<file path="config.mk">
export PLATFORM = sky130hd
export DESIGN_NAME = ldo_loop_ctrl
export DESIGN_NICKNAME = d
export VERILOG_FILES = /design/src/rtl/ldo_loop_ctrl.sv
export SDC_FILE = /design/constraint.sdc
export NUM_CORES = 1
export LEC_CHECK = 0
export BUFFER_PORTS_ARGS = -buffer_cell sky130_fd_sc_hd__buf_4
export CAP_MARGIN = 40
export CORE_ASPECT_RATIO = 1.75
export CORE_UTILIZATION = 30
export DETAILED_ROUTE_END_ITERATION = 6
export GPL_TIMING_DRIVEN = 1
export PLACE_DENSITY = 0.48
export SLEW_MARGIN = 10
export SYNTH_ARGS = -nofsm -noshare
export SYNTH_HDL_FRONTEND = slang
export SYNTH_SLANG_ARGS = --single-unit
export TNS_END_PERCENT = 30
</file>
<file path="constraint.sdc">
create_clock -name clk -period 2.81 [get_ports clk]
set_clock_uncertainty 0.15 [all_clocks]
set_input_delay 0.562 -clock clk [delete_from_list [all_inputs] [get_ports clk]]
set_output_delay 0.562 -clock clk [all_outputs]
set_load 0.03 [all_outputs]
</file>
<file path="src/rtl/ldo_loop_ctrl.sv">
// Digital LDO loop controller: comparator synchronizer, coarse slew / fine dither
// mode FSM, and a binary fine counter that carries into the coarse shift register.
module ldo_loop_ctrl #(
    parameter int FINE_BITS  = 6,
    parameter int LOCK_CNT   = 4,
    parameter int UNLOCK_CNT = 8
) (
    input  logic                 clk,
    input  logic                 rst_n,
    input  logic                 en,
    input  logic                 cmp,
    output logic                 up,
    output logic                 coarse_en,
    output logic                 carry_in_incr,
    output logic                 carry_in_decr,
    output logic [FINE_BITS-1:0] fine_code,
    output logic                 locked,
    output logic [1:0]           dbg_state
);

    localparam int REV_W = $clog2(LOCK_CNT + 1);
    localparam int RUN_W = $clog2(UNLOCK_CNT + 1);

    localparam logic [REV_W-1:0] REV_LAST = REV_W'(LOCK_CNT - 1);
    localparam logic [REV_W-1:0] REV_SAT  = REV_W'(LOCK_CNT);
    localparam logic [RUN_W-1:0] RUN_LAST = RUN_W'(UNLOCK_CNT - 1);
    localparam logic [RUN_W-1:0] RUN_SAT  = RUN_W'(UNLOCK_CNT);

    localparam logic [FINE_BITS-1:0] CODE_MID = FINE_BITS'(1) << (FINE_BITS - 1);
    localparam logic [FINE_BITS-1:0] CODE_MAX = '1;

    typedef enum logic [1:0] {
        IDLE   = 2'd0,
        COARSE = 2'd1,
        FINE   = 2'd2
    } state_t;

    state_t state;

    logic cmp_m;
    logic cmp_s;
    logic cmp_p;
    logic reversal;
    logic lock_hit;
    logic unlock_hit;

    logic [REV_W-1:0] rev_cnt;
    logic [REV_W-1:0] rev_nxt;
    logic [RUN_W-1:0] run_cnt;
    logic [RUN_W-1:0] run_nxt;

    assign dbg_state = state;

    assign reversal   = cmp_s ^ cmp_p;
    assign lock_hit   = reversal && (rev_cnt == REV_LAST);
    assign unlock_hit = !reversal && (run_cnt == RUN_LAST);

    // Saturating event counters; the FSM decides when they clear.
    always_comb begin
        rev_nxt = rev_cnt;
        run_nxt = run_cnt;
        if (reversal) begin
            if (rev_cnt != REV_SAT) rev_nxt = rev_cnt + REV_W'(1);
            run_nxt = '0;
        end else if (run_cnt != RUN_SAT) begin
            run_nxt = run_cnt + RUN_W'(1);
        end
    end

    always_ff @(posedge clk or negedge rst_n) begin
        if (!rst_n) begin
            cmp_m         <= 1'b0;
            cmp_s         <= 1'b0;
            cmp_p         <= 1'b0;
            state         <= IDLE;
            rev_cnt       <= '0;
            run_cnt       <= '0;
            up            <= 1'b0;
            coarse_en     <= 1'b0;
            carry_in_incr <= 1'b0;
            carry_in_decr <= 1'b0;
            locked        <= 1'b0;
            fine_code     <= CODE_MID;
        end else begin
            cmp_m <= cmp;
            cmp_s <= cmp_m;
            cmp_p <= cmp_s;

            // Carries default low so every pulse is exactly one cycle wide.
            carry_in_incr <= 1'b0;
            carry_in_decr <= 1'b0;

            if (!en) begin
                state     <= IDLE;
                rev_cnt   <= '0;
                run_cnt   <= '0;
                up        <= 1'b0;
                coarse_en <= 1'b0;
                locked    <= 1'b0;
                fine_code <= CODE_MID;
            end else begin
                case (state)
                    IDLE: begin
                        state     <= COARSE;
                        rev_cnt   <= '0;
                        run_cnt   <= '0;
                        up        <= 1'b0;
                        coarse_en <= 1'b0;
                        locked    <= 1'b0;
                        fine_code <= CODE_MID;
                    end
                    COARSE: begin
                        up <= cmp_s;
                        if (lock_hit) begin
                            state     <= FINE;
                            rev_cnt   <= '0;
                            run_cnt   <= '0;
                            coarse_en <= 1'b0;
                            locked    <= 1'b1;
                            fine_code <= CODE_MID;
                        end else begin
                            rev_cnt   <= rev_nxt;
                            run_cnt   <= run_nxt;
                            coarse_en <= 1'b1;
                        end
                    end
                    FINE: begin
                        up        <= cmp_s;
                        coarse_en <= 1'b0;
                        if (unlock_hit) begin
                            // Drift detected: recentre and let the coarse array track again.
                            state     <= COARSE;
                            rev_cnt   <= '0;
                            run_cnt   <= '0;
                            locked    <= 1'b0;
                            fine_code <= CODE_MID;
                        end else begin
                            rev_cnt <= rev_nxt;
                            run_cnt <= run_nxt;
                            if (cmp_s) begin
                                if (fine_code == CODE_MAX) begin
                                    fine_code     <= '0;
                                    carry_in_incr <= 1'b1;
                                end else begin
                                    fine_code <= fine_code + FINE_BITS'(1);
                                end
                            end else begin
                                if (fine_code == '0) begin
                                    fine_code     <= CODE_MAX;
                                    carry_in_decr <= 1'b1;
                                end else begin
                                    fine_code <= fine_code - FINE_BITS'(1);
                                end
                            end
                        end
                    end
                    default: begin
                        state <= IDLE;
                    end
                endcase
            end
        end
    end

endmodule

</file>
Yosys cells after proc, flatten, opt, wreduce, memory -nomap -nowiden
Index checks and enable logic that the tools add are counted.
{"block": "totals", "out_inout_bits": 13, "ff_bits": 23, "latchBits": 0, "word_cells": 81, "mem_count": 0, "mem_bits_rw": 0, "rom_bits": 0, "input_bits": 4}
{"block": "op_classes", "n_reduce_logical": 10, "bitwise": 1, "n_mux": 42, "n_eq_ne": 12, "multipliers": 0, "order_cmp": 0, "addsub": 4, "div": 0, "n_shift": 0}
{"op": "two-way mux 6 bit", "count": 6}
{"op": "two-way mux 4 bit", "count": 5}
{"op": "case mux 6 bit (3 select lines)", "count": 1}
{"op": "two-way mux 1 bit", "count": 16}
{"op": "two-way mux 3 bit", "count": 5}
{"op": "case mux 4 bit (3 select lines)", "count": 1}
{"op": "!= test 3 bit (second input constant)", "count": 3}
{"op": "case mux 3 bit (3 select lines)", "count": 1}
{"op": "adder 6 x 1 -> 6 bit (second input constant)", "count": 1}
{"op": "equality test 6 bit (second input constant)", "count": 1}
{"op": "logical NOT 6 bit", "count": 1}
{"op": "two-way mux 2 bit", "count": 3}
{"op": "!= test 3 x 2 -> 1 bit (second input constant)", "count": 2}
{"op": "case mux 2 bit (3 select lines)", "count": 1}
{"op": "subtractor 6 x 1 -> 6 bit (second input constant)", "count": 1}
{"op": "adder 4 x 1 -> 4 bit (second input constant)", "count": 1}
{"op": "equality test 4 x 3 -> 1 bit (second input constant)", "count": 1}
{"op": "!= test 4 x 1 -> 1 bit (second input constant)", "count": 1}
{"op": "!= test 4 bit (second input constant)", "count": 1}
{"op": "case mux 1 bit (2 select lines)", "count": 2}
{"op": "AND reduction 2 bit", "count": 2}
{"op": "OR reduction 2 bit", "count": 2}
{"op": "adder 3 x 1 -> 3 bit (second input constant)", "count": 1}
{"op": "equality test 3 x 2 -> 1 bit (second input constant)", "count": 1}
{"op": "other kinds (8)", "count": 9}

Longest topological paths before layout
Gate-level depths: netlist (run 1).
{"block": "depth", "ltp_word": 6, "ltp_mapped": 8, "ltp_nobuf": 6}

Worst setup path after synthesis (run 1)
No wires, ideal clock.
{"block": "synth_path", "path_kind": "register to register", "from": "reg state[0] (netlist: dbg_state[0])", "to": "reg rev_cnt[1]", "path_buffers": 2, "slack_ps": 520, "t_arrival_ps": 2014, "t_required_ps": 2534, "setup_ps": 126, "period_less_slack_ps": 2290, "path_stages_with_launch": 9, "cell_sequence": "dfrtp_1 -> inv_1 -> ha_1 -> buf_6 -> or4b_4 -> buf_6 -> nand3_4 -> mux2i_1 -> a21oi_2"}
{"block": "synth_between", "elab_chain_cells": 3, "elab_cells_between_ends": 6, "cone_classes": "eq/ne (3); mux (2); reduce/logical (1)"}
{"item": "from (decl)", "line": "38", "source": "state_t state;"}
{"item": "from (signal assigned)", "line": "75", "source": "state <= IDLE;"}
{"item": "from (signal assigned)", "line": "94", "source": "state <= IDLE;"}
{"item": "from (signal assigned)", "line": "104", "source": "state <= COARSE;"}
{"item": "equality test 2 bit, or another cell as far along", "line": "102", "source": "case (state)"}
{"item": "case mux 3 bit (3 select lines)", "line": "102"}
{"item": "two-way mux 3 bit", "line": "93", "source": "if (!en) begin"}
{"item": "to (signal assigned)", "line": "122", "source": "rev_cnt <= rev_nxt;"}
{"item": "to (signal assigned)", "line": "138", "source": "rev_cnt <= rev_nxt;"}
{"item": "to (decl)", "line": "47", "source": "logic [REV_W-1:0] rev_cnt;"}
Several ways; a longest one is shown, not always the timed one.
A chain may end at the register's enable or synchronous reset.

Worst setup path after layout (run 1)
Same ends and word-level chain as after synthesis.

==> results of run 1 <==
## path summary, 6_finish.rpt
kind / to / startpoint / slack, ns
setup reg to reg: rev_cnt[1] / dbg_state[0] / 0.66
max in group asynchronous: fine_code[5] / rst_n / 2.19
hold reg to reg: cmp_s / cmp_m / 0.21
setup / recovery: rev_cnt[1] / dbg_state[0] / 0.66
hold / removal: coarse_en / rst_n / 0.02
min in group clk: cmp_s / cmp_m / 0.21
## through the flow
| step | setup WS (ns) | utilization | hold slack, ns |
|---|---|---|---|
| 6_report | 0.659 | 0.350 | 0.0217 |
| 5_1_grt | 0.544 | 0.350 | 0.0438 |
| 4_1_cts | 0.654 | 0.350 | 0.0326 |
| 3_5_place_dp | 0.675 | 0.341 | 0.208 |
| 3_3_place_gp | 0.724 | 0.341 | 0.215 |
| 2_1_floorplan | 0.520 | - | 0.116 |
## power groups by stage
stage	logic (mW)	clock network (mW)	registers, mW
after detailed placement	0.574	0	0.443
after CTS	0.577	0.215	0.437
after floorplan	0.402	0	0.476
final	0.572	0.207	0.436
after global placement	0.567	0	0.441
after global routing	0.633	0.222	0.446
## layer usage
metal / wire (microns) / up-vias
met5: 0 / -
met4: 89 / 0
met3: 75 / 7
met2: 2010 / 25
met1: 1320 / 662
li1: - / 628
## sequential cells by signal (all words and copies together) (netlist names)
signal	flops
carry_in_decr	1
carry_in_incr	1
cmp_m	1
cmp_p	1
cmp_s	1
coarse_en	1
dbg_state	2
fine_code	6
locked	1
rev_cnt	3
run_cnt	4
up	1
## Yosys cell counts (2+ instances only)
library cell,n
dfrtp_1,22
inv_1,14
nor2_1,14
ha_1,12
nand2_1,9
a21oi_1,8
nand3_1,8
o21ai_0,8
a22o_1,4
clkbuf_1,4
nor4_1,3
a21oi_2,2
a22oi_1,2
a32oi_1,2
and4_1,2
buf_6,2
nand3b_1,2
nand4_1,2
nor3b_1,2
o21ai_1,2
o22ai_1,2
o31ai_1,2
xor2_1,2
## cell families after synthesis
| family | after synthesis |
|---|---|
| compound gates | 50 |
| simple gates | 51 |
| fa+ha+maj | 12 |
| flops | 23 |
| buf+inv | 24 |
| mux | 1 |
| xor+xnor | 5 |
## placed cells by master (no fill, tap or decap), types with 3 or more instances in the layout
cell type,count
nor2_1,14
clkbuf_8,3
ha_1,12
o21ai_0,8
nand3_1,8
a21oi_1,8
nand2_1,9
dfrtp_1,22
inv_1,14
nor4_1,3
buf_4,16
a22o_1,4
## cell type report
class                      count  share of cell area
multi-input combinational    119               0.507
tap                           54              0.0384
inverter                      15              0.0320
timing repair buffer          16              0.0683
sequential                    23               0.328
clock buffer                   4              0.0256
==> qor.csv, run 1 <==
stage,metric,value,unit
pwr,Power Internal,0.694,mW
timing,min Tclk post-route,2.15,ns
run_status,status,finished with violations,
clock_network,CTS-repair resized insts,0,
yosys,Main synth FF type,dfrtp_1,
placement,dpl hpwl,2.75,mm
clock_network,Clock Tree Root,clkbuf_8,
critical_path,WP depth,6,
placement,placer congestion estimate,0.824,
yosys,post-synthesis adder-cell area fraction,0.0951,
yosys,post-synthesis mux area share,0.00634,
clock_network,setup bufs post-CTS,0,
clock_network,CTS Buffer Depth,2,
pwr,sequential share of power,0.359,
yosys,largest family of logic cells by synthesized area,compound AO/OA/AOI/OAI gates,
routing,drc violations,6,
grt,initial antenna violation count,0,
yosys,"EDFF count, synth",0,
grt,GRT Total Usage,0.136,
yosys,part of the Yosys area used for sequential elements,0.365,
yosys,"FF+latch count, synth",23,
cells_and_area,Nets,194,
critical_path,Critical Path AT,2.15,ns
run_status,failing checks,design-rule violations,
clock_network,Worst-path clk slew,0.08,ns
grt,Congestion Overflow GR,0,
yosys,synthesized area,1580,sq um
timing,Slew Limit Headroom,0.515,
timing,Setup TNS,0,ns
routing,wire per inst,15.1,microns
cells_and_area,final-layout fill cell count,526,
yosys,Synth Area in XOR/XNOR,0.0444,
critical_path,critical path buffer and inverter count,1,
pwr,"Power, Total",1.21,mW
routing,final antenna-violating net count,0,
hold_path,worst hold path class,input pin to asynchronous set/reset pin,
critical_path,Crit path max-delay family,simple AND/OR/NAND/NOR gates,
run,Max-Cap Viols,0,
timing,final hold violation count,0,
clock_network,clk sinks,23,
pwr,pwr/cell area,691,nW/um^2
pwr,Clk pwr share,0.171,
yosys,Post-Syn Instances,166,
cells_and_area,sequential cell area,577,sq um
yosys,syn_area_per_cell,9.51,sq um
critical_path,crit path max fanout,9,
critical_path,critical path class,flop to flop,
yosys,Synthesis Warnings,0,
yosys,Yosys top cell area share,0.349,
yosys,Yosys top cell by area,dfrtp_1,
pwr,P_leak,0.766,nW
floorplanning,initial core utilization,0.315,
pwr,Worst VDD drop,0.312,mV
yosys,leading post-synthesis cells by cell area,"dfrtp_1, ha_1, inv_1, nor2_1, a21oi_1",
cells_and_area,multi-input logic area,892,sq um
routing,WL final,3.50,mm
floorplanning,Boundary Pins,17,
routing,initial drt markers,92,
clock_network,CTS H-tree lvls,1,
floorplanning,die width,56.8,microns
clock_network,CTS buffer count,3,
placement,DP Area,1710,sq um
grt,met2 usage,0.267,
critical_path,R2R depth,6,
clock_network,cts hold-fix bufs,0,
timing,final setup fails,0,
pwr,Switching Fraction,0.429,
grt,met3 usage,0.0119,
yosys,Simple-Gate Fraction of Synth Area,0.185,
yosys,async set-reset flop share out of synthesis,1.00,
cells_and_area,final cell count without fillers,231,
timing,Slew @ Worst Pin,0.728,ns
clock_network,worst skew pair latency,0.27,ns
timing,fmax,465,MHz
floorplanning,Core ar.,5020,sq um
grt,vias in the first global route,1314,
routing,Vias,1322,
clock_network,CTS tree,done,
grt,GRT busiest layer,met2,
grt,met1 Usage GRT,0.139,
critical_path,CP Launch Type,flop,
timing,Pins Over Slew Limit,0,
yosys,syn nets,182,
pwr,Psw,0.521,mW
critical_path,max incr delay on CP,0.65,ns
timing,RSZ-0062 raised after global routing,false,
cells_and_area,Antenna diodes,0,
floorplanning,die area,5570,sq um
yosys,number of distinct library cells after synthesis,59,
floorplanning,num rows,34,
critical_path,CP Capture Type,flop,
pwr,Gate power share,0.471,
cells_and_area,Area growth syn-to-layout,11.3,%
grt,pin count of the biggest net entering global routing,24,
critical_path,cells along the critical path,inv_1 > ha_1 > or4b_4 > nand3_4 > mux2i_1 > a21oi_2,
yosys,compound-cell area share of the yosys netlist,0.235,
routing,vias per cell,5.72,
cells_and_area,share of cells above drive strength 1,0.181,
critical_path,CP Data Required Time,2.81,ns
floorplanning,die height,98.0,microns
timing,Tcrit/Tclk final,0.765,
placement,port bufs,16,
grt,first-pass GRT wire length,6.02,mm
cells_and_area,Final Instance Area,1760,sq um
routing,Detailed Routing Iterations Pass 1,6,
critical_path,Worst path slowest cell,or4b_4,
placement,Inst Count DP,227,
Power figures use the tool's default switching activity.
==> inputs of run 2 (changes only) <==
Settings changed: ABC_AREA set to 1.
Clock period 2.81 ns to 2.1 ns, I/O delays scaled along.
==> run 2 against run 1 <==
The flow now finishes without violations; cell area grew 1.7%; sequential power grew 44%; wire length shrank 6.4%; register-to-register slack worse by 0.40 ns; sequential share of layout area fell by 0.55 points; combinational power rose by 59%; synthesized cell count increased by 13%; clock-buffer cell count did not move.
==> qor.csv, run 2 <==
stage,metric,value,unit
pwr,pwr/cell area,1020,nW/um^2
floorplanning,die area,5530,sq um
yosys,async set-reset flop share out of synthesis,1.00,
critical_path,critical path class,flop to flop,
clock_network,Clock Tree Root,clkbuf_8,
run,Max-Cap Viols,0,
pwr,Psw,0.836,mW
placement,placer congestion estimate,0.806,
critical_path,Worst R2R Setup Slack,0.26,ns
floorplanning,num rows,34,
yosys,number of distinct library cells after synthesis,31,
pwr,sequential share of power,0.344,
cells_and_area,Layout Utilization,0.356,
yosys,syn nets,204,
pwr,Worst VDD drop,0.262,mV
placement,dpl hpwl,2.53,mm
clock_network,clk sinks,23,
critical_path,crit path max fanout,14,
cells_and_area,biggest regs,"fine_code (6), run_cnt (4), rev_cnt (3)",
yosys,synthesized area,1570,sq um
routing,met1 wire length,1.32,mm
yosys,leading post-synthesis cells by cell area,"dfrtp_1, ha_1, nand2_1, inv_1, nand3_1",
yosys,Main synth FF type,dfrtp_1,
run_status,status,"finished, final reports clean",
clock_network,CTS H-tree lvls,1,
routing,top layer in use,met4,
cells_and_area,Nets,221,
critical_path,Critical Path AT,1.88,ns
timing,Min Hold Slack,0.108,ns
timing,final setup fails,0,
yosys,Post-Syn Instances,188,
placement,port bufs,16,
cells_and_area,Antenna diodes,0,
critical_path,CP Capture Type,flop,
cells_and_area,"commonest cells after routing, fill and taps aside","nand2_1, inv_1, dfrtp_1",
timing,Pins Over Slew Limit,0,
critical_path,"Top cell by count, worst path",inv_1,
timing,Slew @ Worst Pin,0.351,ns
clock_network,CTS tree,done,
pwr,"Power, Total",1.82,mW
floorplanning,die width,56.7,microns
pwr,Power Internal,0.986,mW
timing,fmax,544,MHz
floorplanning,initial core utilization,0.313,
timing,RSZ-0062 raised after global routing,false,
grt,first-pass GRT wire length,5.78,mm
routing,drc violations,0,
floorplanning,Core ar.,5020,sq um
yosys,Synth top cells by count,"nand2_1, inv_1, dfrtp_1",
pwr,P_leak,0.891,nW
yosys,part of the Yosys area used for sequential elements,0.368,
pwr,Clk pwr share,0.156,
routing,initial drt markers,50,
clock_network,Worst-path clk slew,0.09,ns
yosys,most common cell in the netlist,nand2_1,
grt,vias in the first global route,1282,
cells_and_area,"commonest non-fill, non-tap cell in the layout",nand2_1,
critical_path,Worst path slowest cell,dfrtp_1,
routing,WL final,3.27,mm
pwr,Gate power share,0.500,
timing,Setup TNS,0,ns
cells_and_area,max reg flops,6,
critical_path,CP Launch Type,flop,
yosys,syn_area_per_cell,8.35,sq um
clock_network,CTS Buffer Depth,2,
timing,min Tclk post-route,1.84,ns
hold_path,worst hold path class,input pin to flop,
cells_and_area,Area growth syn-to-layout,14.0,%
routing,Vias,1231,
floorplanning,Boundary Pins,17,
clock_network,worst skew pair latency,0.26,ns
routing,DR WL met3,48,microns
grt,GRT Total Usage,0.132,
clock_network,CTS buffer count,3,
yosys,"FF+latch count, synth",23,
cells_and_area,Top reg by flops,fine_code,
cells_and_area,share of cells above drive strength 1,0.211,
timing,Slew Limit Headroom,0.766,
routing,Detailed Routing Iterations Pass 1,4,
yosys,Synthesis Warnings,0,
floorplanning,die height,97.7,microns
critical_path,max incr delay on CP,0.41,ns
routing,wire per inst,12.7,microns
routing,vias per cell,4.77,
pwr,Switching Fraction,0.459,
yosys,Yosys top cell by area,dfrtp_1,
yosys,Yosys top cell area share,0.351,
timing,Tcrit/Tclk final,0.876,
yosys,"EDFF count, synth",0,
critical_path,CP Data Required Time,2.14,ns
timing,final hold violation count,0,
grt,Congestion Overflow GR,0,
grt,initial antenna violation count,0,
grt,pin count of the biggest net entering global routing,24,
critical_path,cells along the critical path,inv_1 > ha_1 > inv_1 > nand4_4 > inv_1 > o21ai_0 > o21ai_0 > a21oi_1,
routing,WL met2,1.86,mm
clock_network,CTS-repair resized insts,0,
routing,final antenna-violating net count,0,
## run 2: changes by cell type after synthesis, moves of 3 or more
| cell | previous run | this run |
|---|---|---|
| nand3_1 | 8 | 17 |
| o21ai_2 | 0 | 6 |
| nor4_1 | 3 | 0 |
| xor2_1 | 2 | 6 |
| inv_2 | 1 | 4 |
| inv_1 | 14 | 25 |
| clkbuf_1 | 4 | 1 |
| nand2_1 | 9 | 31 |
| nand2_4 | 0 | 5 |
| a22o_1 | 4 | 0 |
## run 2: per-stage QoR
step	instances	cell area, sq um	setup slack [ns]
after floorplan	188	1570	0.242
after global placement	253	1730	0.309
after detailed placement	253	1730	0.257
after CTS	258	1790	0.237
after global routing	258	1790	0.0978
final	258	1790	0.261
## run 2: cell families (layout without fill, tap and decap cells)
| family | count (synthesis) | in the layout | share of synthesized area |
|---|---|---|---|
| buf+inv | 34 | 50 | 0.0845 |
| fa+ha+maj | 12 | 12 | 0.0957 |
| flops | 23 | 23 | 0.368 |
| compound gates | 29 | 29 | 0.111 |
| simple gates | 83 | 83 | 0.302 |
| xor+xnor | 7 | 7 | 0.0391 |
## run 2: power by group through the flow
stage | registers, mW | logic, mW | clock network (mW)
2_1_floorplan | 0.713 | 0.608 | 0
3_3_place_gp | 0.636 | 0.926 | 0
3_5_place_dp | 0.636 | 0.922 | 0
4_1_cts | 0.629 | 0.924 | 0.306
5_1_grt | 0.643 | 1.02 | 0.318
6_report | 0.627 | 0.911 | 0.285
## run 2: path summary, 6_finish.rpt
kind | start | to | cells past startpoint
setup / recovery | dbg_state[1] | rev_cnt[2] | 8
min in group asynchronous | rst_n | carry_in_decr | 2
hold reg to reg | cmp_m | cmp_s | 0
hold / removal | cmp | cmp_m | 1
setup reg to reg | dbg_state[1] | rev_cnt[2] | 8
max in group asynchronous | rst_n | fine_code[5] | 2
## run 2: layout make-up
class                   count  area (sq um)
flip-flops and latches     23           577
repair buffers             17           130
inverters                  29           109
multi-input cells         131           860
well taps                  54          67.6
clock buffers               4          45.0
fillers                   536          3230
## run 2: worst max-delay path, delay by kind of cell (launching register included)
kind            cells  cell delay [ns]
fa+ha+maj           1             0.26
simple gates        1             0.24
compound gates      3             0.37
buf+inv             3             0.34
flops               1             0.41
## run 2: metal layers
layer | track usage | up-vias
li1 | - | 636
met1 | 0.142 | 580
met2 | 0.249 | 11
met3 | 0.0160 | 4
met4 | 0.0538 | 0
met5 | 0 | -
## run 2: timing repair
item,CTS,global route
buffers inserted,0,0
endpoints found under the hold margin,22,0
hold buffers,1,0
endpoints found under the setup margin,0,0
